## config.mk

```make
export PLATFORM = sky130hd
export DESIGN_NAME = vcpu_it_issue_flat
export DESIGN_NICKNAME = d
export VERILOG_FILES = /design/src/rtl/vcpu_it_issue_if.sv /design/src/rtl/vcpu_it_issue.sv /design/src/flat_wrapper.sv
export SDC_FILE = /design/constraint.sdc
export NUM_CORES = 1
export LEC_CHECK = 0
export CAP_MARGIN = 20
export CORE_MARGIN = 10
export CORE_UTILIZATION = 41
export CTS_CLUSTER_SIZE = 8
export DETAILED_ROUTE_END_ITERATION = 12
export PLACE_DENSITY = 0.83
export SETUP_SLACK_MARGIN = 0.05
export SYNTH_ARGS = -nofsm -noshare
export SYNTH_HDL_FRONTEND = slang
export SYNTH_SLANG_ARGS = --single-unit
export TNS_END_PERCENT = 1
```

## constraint.sdc

```tcl
create_clock -name sck -period 1.55 [get_ports sck]
set_input_delay 0.2325 -clock sck [delete_from_list [all_inputs] [get_ports sck]]
set_output_delay 0.2325 -clock sck [all_outputs]
set_load 0.02 [all_outputs]
```

## src/rtl/vcpu_it_issue_if.sv

```systemverilog
// Handshake and status bundle between the Thumb command source, the IT issue
// stage and vcpu. The slave side is the issue stage.
interface vcpu_it_issue_if;
  logic        in_valid;
  logic        in_ready;
  logic [15:0] in_cmd;
  logic        flush;
  logic        out_valid;
  logic        out_ready;
  logic [15:0] out_cmd;
  logic        out_exec;
  logic        in_it_block;
  logic        it_error;
  logic [7:0]  it_state;
  logic        nf;
  logic        zf;
  logic        cf;
  logic        vf;

  modport slave (
    input  in_valid, in_cmd, flush, out_ready, nf, zf, cf, vf,
    output in_ready, out_valid, out_cmd, out_exec, in_it_block, it_error, it_state
  );

  modport master (
    output in_valid, in_cmd, flush, out_ready, nf, zf, cf, vf,
    input  in_ready, out_valid, out_cmd, out_exec, in_it_block, it_error, it_state
  );
endinterface

```

## src/rtl/vcpu_it_issue.sv

```systemverilog
// Single-entry Thumb issue stage: consumes IT instructions, tracks ITSTATE and
// tags each issued command with its condition and in-IT-block flag.
module vcpu_it_issue (
  input logic            sck,
  input logic            rst_n,
  vcpu_it_issue_if.slave bus
);
  logic        r_out_valid;
  logic [15:0] r_out_cmd;
  logic [3:0]  r_cond;
  logic        r_in_it_block;
  logic        r_it_error;
  logic [7:0]  r_it_state;

  logic        w_in_ready;
  logic        w_accept;
  logic        w_is_it;
  logic        w_it_legal;
  logic        w_in_blk_next;
  logic        w_pass;
  logic [3:0]  w_fc;
  logic [3:0]  w_mask;
  logic [7:0]  w_it_adv;

  assign w_fc          = bus.in_cmd[7:4];
  assign w_mask        = bus.in_cmd[3:0];
  assign w_in_blk_next = (r_it_state[3:0] != 4'h0);
  assign w_is_it       = (bus.in_cmd[15:8] == 8'hBF) && (w_mask != 4'h0);
  assign w_it_legal    = w_is_it && !w_in_blk_next && (w_fc != 4'hF) &&
                         ((w_fc != 4'hE) || (w_mask == 4'b1000));

  // Last slot of a block (low three bits empty) retires ITSTATE entirely.
  assign w_it_adv = (r_it_state[2:0] == 3'b000) ? 8'h00
                  : {r_it_state[7:5], r_it_state[3:0], 1'b0};

  // No path from in_valid: ready depends only on the entry and vcpu/flush.
  assign w_in_ready = !bus.flush && (!r_out_valid || bus.out_ready);
  assign w_accept   = bus.in_valid && w_in_ready;

  always_comb begin
    w_pass = 1'b1;
    case (r_cond)
      4'h0: w_pass = bus.zf;
      4'h1: w_pass = !bus.zf;
      4'h2: w_pass = bus.cf;
      4'h3: w_pass = !bus.cf;
      4'h4: w_pass = bus.nf;
      4'h5: w_pass = !bus.nf;
      4'h6: w_pass = bus.vf;
      4'h7: w_pass = !bus.vf;
      4'h8: w_pass = bus.cf && !bus.zf;
      4'h9: w_pass = !bus.cf || bus.zf;
      4'hA: w_pass = (bus.nf == bus.vf);
      4'hB: w_pass = (bus.nf != bus.vf);
      4'hC: w_pass = !bus.zf && (bus.nf == bus.vf);
      4'hD: w_pass = bus.zf || (bus.nf != bus.vf);
      default: w_pass = 1'b1;
    endcase
  end

  always_ff @(posedge sck or negedge rst_n) begin
    if (!rst_n) begin
      r_out_valid   <= 1'b0;
      r_out_cmd     <= 16'h0000;
      r_cond        <= 4'hE;
      r_in_it_block <= 1'b0;
      r_it_error    <= 1'b0;
      r_it_state    <= 8'h00;
    end else if (bus.flush) begin
      r_out_valid   <= 1'b0;
      r_cond        <= 4'hE;
      r_in_it_block <= 1'b0;
      r_it_error    <= 1'b0;
      r_it_state    <= 8'h00;
    end else if (w_accept) begin
      r_it_error <= w_is_it && !w_it_legal;
      if (w_is_it) begin
        // IT is swallowed; any held command was drained by this same handshake.
        r_out_valid <= 1'b0;
        r_it_state  <= w_it_legal ? bus.in_cmd[7:0] : w_it_adv;
      end else begin
        r_out_valid   <= 1'b1;
        r_out_cmd     <= bus.in_cmd;
        r_cond        <= w_in_blk_next ? r_it_state[7:4] : 4'hE;
        r_in_it_block <= w_in_blk_next;
        r_it_state    <= w_it_adv;
      end
    end else begin
      r_it_error <= 1'b0;
      if (bus.out_ready) r_out_valid <= 1'b0;
    end
  end

  assign bus.in_ready    = w_in_ready;
  assign bus.out_valid   = r_out_valid;
  assign bus.out_cmd     = r_out_cmd;
  assign bus.out_exec    = r_out_valid && w_pass;
  assign bus.in_it_block = r_in_it_block;
  assign bus.it_error    = r_it_error;
  assign bus.it_state    = r_it_state;
endmodule

```

## src/flat_wrapper.sv

```systemverilog
// flat-port wrapper written by rule: the top's interface ports become plain ports
module vcpu_it_issue_flat 
  (sck, rst_n, bus_in_valid, bus_in_cmd, bus_flush, bus_out_ready, bus_nf, bus_zf, bus_cf, bus_vf, bus_in_ready, bus_out_valid, bus_out_cmd, bus_out_exec, bus_in_it_block, bus_it_error, bus_it_state);
  vcpu_it_issue_if bus_i ();
  input logic sck;
  input logic rst_n;
  input wire logic [$bits(bus_i.in_valid)-1:0] bus_in_valid;
  input wire logic [$bits(bus_i.in_cmd)-1:0] bus_in_cmd;
  input wire logic [$bits(bus_i.flush)-1:0] bus_flush;
  input wire logic [$bits(bus_i.out_ready)-1:0] bus_out_ready;
  input wire logic [$bits(bus_i.nf)-1:0] bus_nf;
  input wire logic [$bits(bus_i.zf)-1:0] bus_zf;
  input wire logic [$bits(bus_i.cf)-1:0] bus_cf;
  input wire logic [$bits(bus_i.vf)-1:0] bus_vf;
  output wire logic [$bits(bus_i.in_ready)-1:0] bus_in_ready;
  output wire logic [$bits(bus_i.out_valid)-1:0] bus_out_valid;
  output wire logic [$bits(bus_i.out_cmd)-1:0] bus_out_cmd;
  output wire logic [$bits(bus_i.out_exec)-1:0] bus_out_exec;
  output wire logic [$bits(bus_i.in_it_block)-1:0] bus_in_it_block;
  output wire logic [$bits(bus_i.it_error)-1:0] bus_it_error;
  output wire logic [$bits(bus_i.it_state)-1:0] bus_it_state;
  assign bus_i.in_valid = bus_in_valid;
  assign bus_i.in_cmd = bus_in_cmd;
  assign bus_i.flush = bus_flush;
  assign bus_i.out_ready = bus_out_ready;
  assign bus_i.nf = bus_nf;
  assign bus_i.zf = bus_zf;
  assign bus_i.cf = bus_cf;
  assign bus_i.vf = bus_vf;
  assign bus_in_ready = bus_i.in_ready;
  assign bus_out_valid = bus_i.out_valid;
  assign bus_out_cmd = bus_i.out_cmd;
  assign bus_out_exec = bus_i.out_exec;
  assign bus_in_it_block = bus_i.in_it_block;
  assign bus_it_error = bus_i.it_error;
  assign bus_it_state = bus_i.it_state;
  vcpu_it_issue u_core (.sck(sck), .rst_n(rst_n), .bus(bus_i));
endmodule
```

==> out/results.tsv <==
stage	metric	value	unit
sta	tightestPinTransition	400	ps
synthesis	post_synth_instance_area	1610	sq um
clock_network	cts_inserted_buffers	5	
clock_network	clkLatencyLatePin	290	ps
power	ir_worst_vdd	0.801	mV
synthesis	netlist-cell-type-count	44	
critical_path	regToRegStartpoint	u_core.bus.out_valid	
synthesis	synthesis.yosys.warnings	0	
critical_path	worstSetupPathType	register to primary output	
synthesis	postSynthNetCount	154	
routing	finalWirelength	4530	um
synthesis	synth_enable_flop_cells	0	
routing	route.antenna.remaining_nets	0	
critical_path	crit_path_max_fanout	8	
sta	upper_clock_frequency_limit	484	MHz
synthesis	synth_cells	129	
layout	diode_count	0	
critical_path	reg2reg_setup_slack	-70	ps
layout	syn_to_final_growth	55.2	%
run_status	violations	setup timing	
routing	drt-met1-wl	1850	um
global_routing	globalRoute.totalOverflow	0	
place	detailed_place.area	2340	sq um
sta	fin_crit_sh	1.33	
clock_network	cts_hold_repair.buffers	0	
global_routing	grt_util_all_layers	0.137	
routing	drt_iter0_markers	37	
critical_path	cp_num_buf_inv	1	
routing	via_per_inst	5.09	
power	finalPower	2.42	mW
routing	wl_met3	438	um
global_routing	via_count_of_the_first_global_routing_pass	1461	
critical_path	cp.depth	5	
sta	timing.final.hold_violations	0	
floorplan	floorplan.initialDensity	0.430	
clock_network	tritoncts	done	
critical_path	crit_required	1320	ps
sta	holdWs	332	ps
run_status	run_status	complete, but fails checks	
synthesis	proportion_of_synthesized_chip_area_in_sequential_cells	0.484	
sta	rsz0062_at_grt	yes	
sta	fin_crit	2070	ps
floorplan	chipWidth	82.7	um
synthesis	synth_top_cell_by_area	dfrtp_1	
critical_path	worst_setup_path_endpoint	bus_out_exec	
place	hpwlAfterDp	3390	um
floorplan	core.rowCount	22	
clock_network	cts_sinks	31	
critical_path	critical_path.startpoint_type	register	
synthesis	async_flop_share	1.00	
clock_network	register_clock_pin_slew_on_the_reported_worst_setup_and_hold_paths	70	ps
layout	drive_above_1_share	0.327	
critical_path	path_delay_family	compound AO/OA/AOI/OAI gates	
clock_network	htree_num_levels	2	
critical_path	endpoint_kind	primary output	
global_routing	grt_start_max_net_pins	32	
routing	via_count	1289	
sta	setup_viol_count_final	20	
routing	wire_per_inst	17.9	um
critical_path	setup.worst_path.start	u_core.r_cond[2]	
global_routing	grt_antenna_before_repair	0	
power	power.density_cell_area	967	nW/um^2
critical_path	crit_path_cell_trace	nor2b_2 > a31o_1 > a2111oi_4 > o31a_1 > buf_6	
critical_path	critical_path.slowest_cell	dfstp_2	
synthesis	synth_ff_type	dfrtp_1	
sta	worst_slew_margin_rel	0.731	
hold_path	class_of_the_most_critical_hold_timing_path	primary input to async pin	
floorplan	dieArea	6840	sq um
routing	uppermost_metal_layer_occupied_by_signal_nets	met4	
critical_path	maximum_cell_stage_delay_along_the_critical_path	620	ps
synthesis	synth.ff_latch_count	31	
layout	nNetsFinal	229	
floorplan	die_y	82.7	um
sta	clock-skew-final	7.18	ps
critical_path	critPathArrivalTime	1830	ps
routing	drt_pass_1_iters	4	
synthesis	post_synth_main_area_contributors	dfrtp_1 43%, mux2_4 13%, dfstp_2 4.9%	
clock_network	clock_path_buffers	2	
sta	least_setup_slack_across_all_paths_after_layout	-515	ps
floorplan	top_level_ports	54	
place	gp_routability_congestion	0.872	
place	io_buffers	53	
routing	met2RoutedLength	2170	um
synthesis	post_synth.cell_area_avg	12.5	sq um
clock_network	root_buffer	clkbuf_8	
global_routing	grt_first_pass_wirelength	7160	um
job	max_cap_violations	0	
synthesis	synth_top_area_share	0.435	
critical_path	worstRegToRegCells	5	
sta	finalMaxSlewViolations	0	
floorplan	core_region_area	3740	sq um
critical_path	rr_endpoint	u_core.bus.out_cmd[8]	
routing	remaining_drc_errors	0	
power	total_leakage_power	1.23	nW
layout	post-route-cell-area	2500	sq um
-- power by group --
part           switching [mW]  internal, mW  total (mW)
logic                   0.251         0.292       0.543
clock network           0.306         0.641       0.947
registers              0.0435         0.886       0.930
total                   0.600          1.82        2.42
-- state kept, by name, indices dropped and copies added (netlist names) --
register,flops
u_core.bus.out_cmd,16
u_core.bus.it_error,1
u_core.r_cond,4
u_core.bus.it_state,8
u_core.bus.in_it_block,1
u_core.bus.out_valid,1
-- per-stage QoR --
| step | instances | setup WS [ps] | utilization | TNS (ps) |
|---|---|---|---|---|
| 2_1_floorplan | 129 | -121 | - | -1190 |
| 5_1_grt | 253 | -617 | 0.668 | -4020 |
| 3_5_place_dp | 245 | -883 | 0.626 | -12050 |
| 3_3_place_gp | 245 | -846 | 0.626 | -11320 |
| 4_1_cts | 253 | -487 | 0.658 | -1810 |
| 6_report | 253 | -515 | 0.668 | -1450 |
-- synth_stat cells (2+ instances only) --
cell,n
buf_6,3
mux2_4,14
nor3b_1,6
nor4_2,2
a21oi_1,2
inv_1,3
dfstp_2,3
nor2_1,9
nand2b_1,3
o21ai_0,2
a31o_1,2
dfrtp_1,28
nand2_1,3
mux2_1,2
a221o_1,3
a32o_2,3
buf_2,3
nor4_1,2
nor3_1,3
nor2b_1,3
and2_1,2
mux2i_1,6
-- routing by layer --
metal	global-route usage	vias to the layer above
li1	-	625
met1	0.151	607
met2	0.218	48
met3	0.0734	9
met4	0.0502	0
met5	0	-
-- kinds of logic after synthesis --
family                 after synthesis  synth area share
multiplexers                        22             0.182
XOR/XNOR                             2            0.0109
buffers and inverters               12            0.0466
flip-flops                          31             0.484
AO/OA/AOI/OAI                       20             0.108
AND/OR/NAND/NOR                     42             0.169
-- cells in the final DEF, fill, tap and decap left out, types with 5 or more instances in the layout --
cell type	instances
buf_4	23
clkdlybuf4s50_1	23
dlygate4sd2_1	23
clkbuf_8	5
mux2_4	14
dfrtp_1	28
nor2_1	9
mux2i_1	6
nor3b_1	5
dlymetal6s2s_1	5
-- cell type report --
cell class                 count  area [sq um]
clock inverter                 3          67.6
timing repair buffer          77           709
inverter                       3          11.3
sequential                    31           779
multi-input combinational     86           805
fill                         294          1240
tap                           48          60.1
clock buffer                   5          68.8
-- worst min-delay path by stage --
stage | start | end | slack, ps
3_3_place_gp | u_core.bus.out_cmd[8] | u_core.bus.out_cmd[8] | 470
5_1_grt | rst_n | u_core.bus.it_error | 350
6_report | rst_n | u_core.bus.it_state[5] | 330
3_5_place_dp | u_core.bus.out_cmd[7] | u_core.bus.out_cmd[7] | 480
2_1_floorplan | rst_n | u_core.bus.in_it_block | -60
4_1_cts | rst_n | u_core.bus.out_cmd[8] | 330
-- worst reg2reg max path, delay by kind of cell (launching register included) --
| family | cells | cell delay, ps |
|---|---|---|
| simple gates | 3 | 650 |
| mux | 1 | 320 |
| buf+inv | 1 | 170 |
| flops | 1 | 370 |
-- what timing repair did --
item,in CTS,in global routing
resized for setup,36,9
pin swaps,2,2
buffers inserted,0,0
endpoints found under the setup margin,52,37
Note: power is estimated with default switching activity, not from simulation.
